<file path="config.mk">
export PLATFORM = sky130hd
export DESIGN_NAME = if_stage_flat
export DESIGN_NICKNAME = d
export VERILOG_FILES = /design/src/rtl/if_stage_if.sv /design/src/rtl/if_stage.sv /design/src/flat_wrapper.sv
export SDC_FILE = /design/constraint.sdc
export NUM_CORES = 1
export LEC_CHECK = 0
export BUFFER_PORTS_ARGS = -buffer_cell sky130_fd_sc_hd__buf_2
export CAP_MARGIN = 0
export CORE_AREA = 2 2 125 127
export CTS_BUF_LIST = sky130_fd_sc_hd__clkbuf_8 sky130_fd_sc_hd__clkbuf_16
export CTS_CLUSTER_SIZE = 16
export DETAILED_ROUTE_END_ITERATION = 10
export DIE_AREA = 0 0 127 129
export PLACE_DENSITY = 0.76
export SYNTH_ARGS = -nofsm -noshare
export SYNTH_HDL_FRONTEND = slang
export SYNTH_SLANG_ARGS = --single-unit
</file>
<file path="constraint.sdc">
create_clock -name clk -period 6.8 [get_ports clk]
set_clock_uncertainty 0.2 [all_clocks]
set_input_delay 1.02 -clock clk [delete_from_list [all_inputs] [get_ports clk]]
set_output_delay 1.02 -clock clk [all_outputs]
set_load 0.02 [all_outputs]
</file>
<file path="src/rtl/if_stage_if.sv">
// Fetch-stage bundle: ROM fetch port, redirect/halt controls and the
// instruction handshake toward decode.
interface if_stage_if #(
  parameter int ADDR_W = 32,
  parameter int DATA_W = 32
);
  logic [ADDR_W-1:0] if2rom_ins_o;
  logic [DATA_W-1:0] rom2if_ins_i;
  logic              redirect_valid_i;
  logic [ADDR_W-1:0] redirect_pc_i;
  logic              halt_i;
  logic              id_ready_i;
  logic              if_valid_o;
  logic [DATA_W-1:0] if_ins_o;
  logic [ADDR_W-1:0] if_pc_o;
  logic [1:0]        if_cnt_o;

  modport master (
    output if2rom_ins_o, if_valid_o, if_ins_o, if_pc_o, if_cnt_o,
    input  rom2if_ins_i, redirect_valid_i, redirect_pc_i, halt_i, id_ready_i
  );

  modport slave (
    input  if2rom_ins_o, if_valid_o, if_ins_o, if_pc_o, if_cnt_o,
    output rom2if_ins_i, redirect_valid_i, redirect_pc_i, halt_i, id_ready_i
  );
endinterface

</file>
<file path="src/rtl/if_stage.sv">
// Instruction fetch stage: PC register feeding a combinational ROM and a
// 2-entry {pc, instruction} prefetch buffer drained by decode.
module if_stage #(
  parameter int                ADDR_W   = 32,
  parameter int                DATA_W   = 32,
  parameter logic [ADDR_W-1:0] RESET_PC = '0,
  parameter int                DEPTH    = 2
) (
  input logic         clk,
  input logic         rest,
  if_stage_if.master  bus
);

  localparam logic [1:0]        FULL_CNT   = 2'(DEPTH);
  localparam logic [ADDR_W-1:0] PC_STEP    = ADDR_W'(32'd4);
  localparam logic [ADDR_W-1:0] ALIGN_MASK = ~ADDR_W'(32'd3);

  logic [ADDR_W-1:0] pc_r;
  logic [ADDR_W-1:0] fifo_pc_r  [2];
  logic [DATA_W-1:0] fifo_ins_r [2];
  logic              wr_ptr_r;
  logic              rd_ptr_r;
  logic [1:0]        cnt_r;
  logic              deq_s;
  logic              enq_s;

  // Handshake decode: a redirect cancels both the decode accept and the fetch.
  always_comb begin
    deq_s = 1'b0;
    enq_s = 1'b0;
    if (bus.redirect_valid_i) begin
      deq_s = 1'b0;
      enq_s = 1'b0;
    end else begin
      deq_s = (cnt_r != 2'd0) && bus.id_ready_i;
      enq_s = !bus.halt_i && ((cnt_r < FULL_CNT) || deq_s);
    end
  end

  assign bus.if2rom_ins_o = pc_r;
  assign bus.if_valid_o   = (cnt_r != 2'd0);
  assign bus.if_ins_o     = fifo_ins_r[rd_ptr_r];
  assign bus.if_pc_o      = fifo_pc_r[rd_ptr_r];
  assign bus.if_cnt_o     = cnt_r;

  // PC, buffer storage, pointers and occupancy; reset clears storage so the
  // head outputs read zero until the first fetch lands.
  always_ff @(posedge clk) begin
    if (!rest) begin
      pc_r     <= RESET_PC;
      wr_ptr_r <= 1'b0;
      rd_ptr_r <= 1'b0;
      cnt_r    <= 2'd0;
      for (int i = 0; i < 2; i++) begin
        fifo_pc_r[i]  <= '0;
        fifo_ins_r[i] <= '0;
      end
    end else if (bus.redirect_valid_i) begin
      pc_r     <= bus.redirect_pc_i & ALIGN_MASK;
      wr_ptr_r <= 1'b0;
      rd_ptr_r <= 1'b0;
      cnt_r    <= 2'd0;
    end else begin
      if (enq_s) begin
        fifo_pc_r[wr_ptr_r]  <= pc_r;
        fifo_ins_r[wr_ptr_r] <= bus.rom2if_ins_i;
        wr_ptr_r             <= ~wr_ptr_r;
        pc_r                 <= pc_r + PC_STEP;
      end
      if (deq_s) begin
        rd_ptr_r <= ~rd_ptr_r;
      end
      case ({enq_s, deq_s})
        2'b10:   cnt_r <= cnt_r + 2'd1;
        2'b01:   cnt_r <= cnt_r - 2'd1;
        default: cnt_r <= cnt_r;
      endcase
    end
  end

endmodule

</file>
<file path="src/flat_wrapper.sv">
// flat-port wrapper written by rule: the top's interface ports become plain ports
module if_stage_flat 
#(
  parameter int                ADDR_W   = 32,
  parameter int                DATA_W   = 32,
  parameter logic [ADDR_W-1:0] RESET_PC = '0,
  parameter int                DEPTH    = 2
)
  (clk, rest, bus_if2rom_ins_o, bus_if_valid_o, bus_if_ins_o, bus_if_pc_o, bus_if_cnt_o, bus_rom2if_ins_i, bus_redirect_valid_i, bus_redirect_pc_i, bus_halt_i, bus_id_ready_i);
  if_stage_if #(.ADDR_W(ADDR_W), .DATA_W(DATA_W)) bus_i ();
  input logic clk;
  input logic rest;
  output wire logic [$bits(bus_i.if2rom_ins_o)-1:0] bus_if2rom_ins_o;
  output wire logic [$bits(bus_i.if_valid_o)-1:0] bus_if_valid_o;
  output wire logic [$bits(bus_i.if_ins_o)-1:0] bus_if_ins_o;
  output wire logic [$bits(bus_i.if_pc_o)-1:0] bus_if_pc_o;
  output wire logic [$bits(bus_i.if_cnt_o)-1:0] bus_if_cnt_o;
  input wire logic [$bits(bus_i.rom2if_ins_i)-1:0] bus_rom2if_ins_i;
  input wire logic [$bits(bus_i.redirect_valid_i)-1:0] bus_redirect_valid_i;
  input wire logic [$bits(bus_i.redirect_pc_i)-1:0] bus_redirect_pc_i;
  input wire logic [$bits(bus_i.halt_i)-1:0] bus_halt_i;
  input wire logic [$bits(bus_i.id_ready_i)-1:0] bus_id_ready_i;
  assign bus_if2rom_ins_o = bus_i.if2rom_ins_o;
  assign bus_if_valid_o = bus_i.if_valid_o;
  assign bus_if_ins_o = bus_i.if_ins_o;
  assign bus_if_pc_o = bus_i.if_pc_o;
  assign bus_if_cnt_o = bus_i.if_cnt_o;
  assign bus_i.rom2if_ins_i = bus_rom2if_ins_i;
  assign bus_i.redirect_valid_i = bus_redirect_valid_i;
  assign bus_i.redirect_pc_i = bus_redirect_pc_i;
  assign bus_i.halt_i = bus_halt_i;
  assign bus_i.id_ready_i = bus_id_ready_i;
  if_stage #(.ADDR_W(ADDR_W), .DATA_W(DATA_W), .RESET_PC(RESET_PC), .DEPTH(DEPTH)) u_core (.clk(clk), .rest(rest), .bus(bus_i));
endmodule
</file>
==> results.py, run 1 <==
metrics = {
    "run_status": {
        "status": "finished, final reports clean",
    },
    "global_route": {
        "busiest_layer": "met2",
        "grt_pass1_wl_mm": 24.9,
        "overflow": 0,
        "grt_pass1_vias": 4988,
        "grt_util_met2": 0.324,
        "grt_max_degree": 64,
        "grt_use_met3": 0.0595,
        "grtUsageTotal": 0.198,
        "use_met1": 0.246,
        "antenna_found_initial": 2,
    },
    "detailed_routing": {
        "drtPass1Iterations": 5,
        "drt-total-wl_mm": 15.8,
        "routed_via_density": 5.33,
        "num_vias": 4832,
        "drt-initial-drc-count": 290,
        "ant_nets": 0,
        "wire_per_inst_um": 17.5,
        "drc_errors": 0,
    },
    "sta": {
        "hold_viol": 0,
        "maxSlewHeadroom": 0.196,
        "min_period_ns": 3.66,
        "rsz0062_at_grt": "no",
        "holdWs_ns": 0.316,
        "fin_setup_tns_ns": 0,
        "finalCritPeriodShare": 0.539,
        "slew_viol_final": 0,
        "finalSetupViolCount": 0,
        "clock.fmax_mhz": 273,
        "worstMarginPinSlew_ns": 1.20,
    },
    "critical_path": {
        "endpoint": "u_core.fifo_ins_r[1][3]",
        "arrival_ns": 3.51,
        "endpoint_kind": "register",
        "rrSetupSlack_ns": 3.53,
        "critical_path_class": "in -> reg",
        "rr_worst_depth": 4,
        "crit_path_start": "rest",
        "worstSetupStartpointType": "input port",
        "rr_startpoint": "u_core.bus.if_cnt_o[1]",
        "crit_path_max_fanout": 63,
        "cp.required_ns": 6.64,
        "r2r_end": "u_core.fifo_ins_r[1][3]",
    },
    "clocking": {
        "hold_buffers": 0,
        "ctsResizeCount": 0,
        "tritoncts.num_buffers": 17,
        "clk_latency_ns": 0.42,
        "cts_tree": "yes",
        "postCtsSetupRepairBufs": 0,
        "cts.sinks": 159,
        "htreeDepth": 4,
        "cts_root_buf": "clkbuf_16",
        "clk_pin_slew_ns": 0.06,
        "clk_path_buf_depth": 2,
    },
    "logic_synthesis": {
        "syn_avg_cell_area_sq_um": 12.9,
        "synth_seq_area_share": 0.616,
        "synthesis.area_sq_um": 7180,
        "yosys.area_share.simple": 0.175,
        "syn_inst": 557,
        "synth-compound-area-share": 0.0444,
        "yosysUniqueCellTypes": 40,
        "synth_seq_cells": 159,
        "synth_mux_area_frac": 0.0987,
        "synth_top_family_by_area": "simple AND/OR/NAND/NOR gates",
        "yosysWarnings": 0,
        "synthAdderAreaFrac": 0.00349,
        "synthXorXnorAreaFrac": 0.0366,
    },
    "power_and_ir_drop": {
        "combinationalPowerShare": 0.094,
        "switching_share": 0.234,
        "power.leakage_nw": 3.63,
        "max-vdd-ir-drop_uv": 181,
        "clockPowerShare": 0.403,
        "powerDensity_nw_per_um2": 259,
        "internal_power_mw": 1.72,
        "power.switching_mw": 0.526,
        "seq_power_share": 0.503,
    },
    "cells_and_area": {
        "num-nets-final": 778,
        "finalNonFillerCells": 907,
        "area_growth_pct": 20.9,
        "antenna_cells": 0,
        "drive_gt1_frac": 0.377,
        "stdcell_area_sq_um": 8680,
    },
    "place": {
        "placed_area_sq_um": 8120,
        "gp_congestion": 0.838,
        "dp_cells": 876,
        "portBuffers": 161,
        "dpl.hpwl_mm": 10.2,
    },
    "floorplan": {
        "dieArea_sq_um": 16400,
        "die_h_um": 129,
        "initial_core_util": 0.479,
        "fp.dieW_um": 127,
        "rows": 45,
        "ios": 168,
        "coreArea_sq_um": 15000,
    },
    "min_path": {
        "hold_class": "reg -> reg",
        "hold_path_depth": 2,
    },
    "job": {
        "maxCapViolCount": 0,
    },
}
critical path, stage by stage:
cell	delay [ns]
buf_2	0.50
and3_2	1.00
nand2b_4	0.92
how the worst min path moves through the flow:
stage | endpoint | start | slack [ns]
finish | u_core.bus.if_cnt_o[1] | u_core.bus.if_cnt_o[1] | 0.32
global route | register | u_core.rd_ptr_r | 0.33
CTS | u_core.bus.if_cnt_o[1] | u_core.bus.if_cnt_o[1] | 0.31
detailed placement | u_core.bus.if_cnt_o[1] | u_core.bus.if_cnt_o[1] | 0.31
global placement | u_core.rd_ptr_r | u_core.rd_ptr_r | 0.29
floorplan | register | u_core.rd_ptr_r | 0.27
synth_stat cells:
cell type    n  area [sq um]
nand3_2      2          20.0
nor3b_4      1          18.8
dfxtp_1     35           701
and3_2       1          7.51
and2_1     123           769
conb_1       1          3.75
nor3_2       2          20.0
and3_1       5          31.3
nor2_2       1          6.26
mux2i_1      1          10.0
o211a_1      3          30.0
edfxtp_1   124          3720
nand4_4      1          21.3
nand4_2      1          12.5
buf_2        4          20.0
xor2_1      21           184
a21oi_1     22           110
or3_1        4          25.0
or2_2        1          6.26
ha_1         2          25.0
mux2_2      62           698
inv_1        4          15.0
buf_1        2          7.51
xnor2_1      9          78.8
and2_2       2          15.0
o21ai_0     32           160
a31oi_1      3          18.8
and4_1       1          8.76
nor3_1       5          25.0
buf_4        5          37.5
nand4_1     12          75.1
nand2_1     14          52.6
nor2_1       7          26.3
nand3_1      9          45.0
clkbuf_1    24          90.1
nand2b_1     4          25.0
nor2b_1      1          6.26
buf_6        1          11.3
nor4_1       4          25.0
nor2_4       1          11.3
layout by cell type (no fill, tap or decap), types with 2 or more instances in the layout:
cell type,Yosys,layout
and3_1,5,4
a21oi_1,22,22
nand2_1,14,14
mux2_2,62,62
edfxtp_1,124,124
clkinv_2,0,3
buf_2,4,161
nor3_2,2,2
nor4_1,4,4
buf_4,5,3
ha_1,2,2
nor2_4,1,2
nand4_1,12,12
and3_2,1,2
nand2b_1,4,3
and2_2,2,2
nor2_1,7,6
nand3_2,2,2
clkbuf_8,0,3
inv_1,4,8
and2_1,123,123
clkbuf_16,0,18
xor2_1,21,21
nand3_1,9,9
xnor2_1,9,9
conb_1,1,4
o21ai_0,32,31
o211a_1,3,3
or3_1,4,4
nor3_1,5,5
a31oi_1,3,3
dfxtp_1,35,34
logic make-up after synthesis:
kind of cell	Yosys count
XOR/XNOR	30
adder cells (fa/ha/maj)	2
other	1
AO/OA/AOI/OAI	60
flip-flops	159
buffers and inverters	40
multiplexers	63
AND/OR/NAND/NOR	202
flip-flops by register name (all words and copies together), names as in the netlist, named ones only:
| name | cells |
|---|---|
| u_core.bus.if_cnt_o | 2 |
| u_core.wr_ptr_r | 1 |
| u_core.bus.if2rom_ins_o | 30 |
| u_core.rd_ptr_r | 1 |
| u_core.fifo_pc_r | 60 |
| u_core.fifo_ins_r | 64 |
layer usage:
metal  share of wire  vias to the layer above
li1                -                     2282
met1            0.42                     2341
met2            0.49                      179
met5         0.00044                        -
met3           0.073                       28
met4           0.020                        2
power groups by stage:
| stage | combinational, mW | sequential [mW] | clock [mW] |
|---|---|---|---|
| 2_1_floorplan | 0.119 | 1.16 | 0 |
| 3_3_place_gp | 0.209 | 1.15 | 0 |
| 3_5_place_dp | 0.213 | 1.15 | 0 |
| 4_1_cts | 0.214 | 1.13 | 0.917 |
| 5_1_grt | 0.230 | 1.14 | 0.954 |
| 6_report | 0.212 | 1.13 | 0.906 |
through the flow:
stage               power (mW)  setup slack (ns)   util
floorplan                 1.28             0.233      -
global placement          1.36              2.71  0.542
detailed placement        1.37              2.66  0.542
CTS                       2.26              3.08  0.580
global route              2.32              2.89  0.580
finish                    2.25              3.14  0.580
cell type report:
class	count	area (sq um)
Fill cell	1267	6300
Sequential cell	159	4430
Multi-Input combinational cell	361	2610
Timing Repair Buffer	164	828
Clock buffer	21	492
Tap cell	188	235
Clock inverter	10	73.8
Inverter	4	15.0
No activity file was read; power rests on OpenSTA's default activity.
==> inputs of run 2 (changes only) <==
--- a/config.mk
+++ b/config.mk
@@ -7,12 +7,12 @@
 export LEC_CHECK = 0
 export BUFFER_PORTS_ARGS = -buffer_cell sky130_fd_sc_hd__buf_2
 export CAP_MARGIN = 0
-export CORE_AREA = 2 2 125 127
+export CORE_AREA = 2 2 119 121
 export CTS_BUF_LIST = sky130_fd_sc_hd__clkbuf_8 sky130_fd_sc_hd__clkbuf_16
 export CTS_CLUSTER_SIZE = 16
 export DETAILED_ROUTE_END_ITERATION = 10
-export DIE_AREA = 0 0 127 129
-export PLACE_DENSITY = 0.76
+export DIE_AREA = 0 0 121 123
+export PLACE_DENSITY = 0.8
 export SYNTH_ARGS = -nofsm -noshare
 export SYNTH_HDL_FRONTEND = slang
 export SYNTH_SLANG_ARGS = --single-unit
==> constraint.sdc (replaced) <==
create_clock -name clk -period 3.7 [get_ports clk]
set_clock_uncertainty 0.2 [all_clocks]
set_input_delay 0.555 -clock clk [delete_from_list [all_inputs] [get_ports clk]]
set_output_delay 0.555 -clock clk [all_outputs]
set_load 0.02 [all_outputs]
==> results.py, run 2 (same netlist as run 1, synthesis figures left out) <==
metrics = {
    "detailed_routing": {
        "num_vias": 4786,
        "drtPass1Iterations": 4,
        "routed_via_density": 5.31,
        "drc_errors": 0,
        "drt-total-wl_mm": 15.3,
        "ant_nets": 0,
        "wire_per_inst_um": 17.0,
        "drt-initial-drc-count": 352,
    },
    "critical_path": {
        "rr_worst_depth": 5,
        "endpoint": "bus_if_pc_o[27]",
        "rrSetupSlack_ns": 1.01,
        "crit_path_max_fanout": 46,
        "r2r_end": "u_core.fifo_pc_r[0][26]",
        "arrival_ns": 1.94,
        "endpoint_kind": "primary output",
        "worstSetupStartpointType": "register",
        "critical_path_class": "reg -> out",
        "cp.required_ns": 2.94,
        "rr_startpoint": "u_core.bus.if_cnt_o[1]",
    },
    "clocking": {
        "clk_latency_ns": 0.42,
        "tritoncts.num_buffers": 17,
        "ctsResizeCount": 0,
        "cts_tree": "yes",
        "clk_path_buf_depth": 2,
        "hold_buffers": 0,
        "clk_pin_slew_ns": 0.06,
        "htreeDepth": 4,
        "cts.sinks": 159,
        "postCtsSetupRepairBufs": 0,
        "cts_root_buf": "clkbuf_16",
    },
    "cells_and_area": {
        "stdcell_area_sq_um": 8710,
        "drive_gt1_frac": 0.378,
        "final_common_cell": "buf_2",
        "area_growth_pct": 21.4,
        "utilization": 0.640,
        "num-nets-final": 780,
        "antenna_cells": 0,
        "largest_reg_flops": 64,
        "largest_register": "u_core.fifo_ins_r",
        "mostFrequentLayoutCells": "161 x buf_2, 124 x edfxtp_1, 123 x and2_1",
        "finalNonFillerCells": 902,
    },
    "sta": {
        "finalWorstSetupSlack_ns": 1.00,
        "clock.fmax_mhz": 371,
        "hold_viol": 0,
        "finalSetupViolCount": 0,
        "maxSlewHeadroom": 0.337,
        "worstMarginPinSlew_ns": 0.994,
        "holdWs_ns": 0.182,
        "fin_setup_tns_ns": 0,
        "finalCritPeriodShare": 0.729,
        "rsz0062_at_grt": "no",
        "min_period_ns": 2.70,
        "slew_viol_final": 0,
    },
    "power_and_ir_drop": {
        "max-vdd-ir-drop_uv": 285,
        "power.leakage_nw": 3.63,
        "powerDensity_nw_per_um2": 481,
        "power_mw": 4.19,
    },
    "floorplan": {
        "initial_core_util": 0.527,
        "dieArea_sq_um": 14900,
        "ios": 168,
        "die_h_um": 123,
        "rows": 43,
        "coreArea_sq_um": 13600,
        "fp.dieW_um": 121,
    },
    "run_status": {
        "status": "finished, final reports clean",
    },
    "global_route": {
        "grtUsageTotal": 0.211,
        "grt_pass1_vias": 4667,
        "grt_pass1_wl_mm": 23.7,
        "antenna_found_initial": 0,
        "grt_max_degree": 63,
        "overflow": 0,
    },
    "place": {
        "placed_area_sq_um": 8130,
        "dpl.hpwl_mm": 9.82,
        "dp_cells": 870,
        "portBuffers": 161,
        "place_ws_ns": 0.754,
        "gp_congestion": 0.834,
    },
    "job": {
        "maxCapViolCount": 0,
    },
    "min_path": {
        "hold_class": "in -> reg",
    },
}
-- run 2: changes by cell type in the layout (fill, tap and decap cells not counted), sizes merged --
cell / delta
inv: -2
clkinv: +3
bufinv: +2
buf: +2
clkinvlp: +2
clkbuf: -4
-- run 2: cell type report --
type | count | area, sq um
clock inverter | 15 | 153
fill | 987 | 4900
clock buffer | 17 | 425
multi-input combinational | 361 | 2610
inverter | 4 | 15.0
tap | 180 | 225
timing repair buffer | 166 | 856
sequential | 159 | 4430
-- run 2: power by group --
part	switching (mW)	internal, mW	leakage (nW)
registers	0.0624	2.02	1.59
logic	0.239	0.147	1.75
clock network	0.672	1.04	0.284
-- run 2: worst max-delay path, stage by stage, from the launching register on --
cell     delay [ns]
dfxtp_2        0.61
buf_12         0.32
mux2_2         0.39
buf_2          0.16
-- run 2: how the worst min path moves through the flow --
stage	end	cells past startpoint	from	slack [ns]
floorplan	register	2	u_core.rd_ptr_r	0.27
global placement	u_core.rd_ptr_r	2	u_core.rd_ptr_r	0.29
detailed placement	u_core.rd_ptr_r	2	u_core.rd_ptr_r	0.32
CTS	u_core.bus.if2rom_ins_o[4]	2	bus_redirect_pc_i[4]	0.16
global route	u_core.bus.if2rom_ins_o[4]	2	bus_redirect_pc_i[4]	0.17
finish	u_core.bus.if2rom_ins_o[4]	2	bus_redirect_pc_i[4]	0.18
-- run 2: routing by layer --
metal / vias up / global-route usage / share of wire
li1: 2281 / - / -
met1: 2302 / 0.268 / 0.43
met2: 176 / 0.343 / 0.49
met3: 27 / 0.0521 / 0.064
met4: 0 / 0.0930 / 0.024
met5: - / 0 / 0
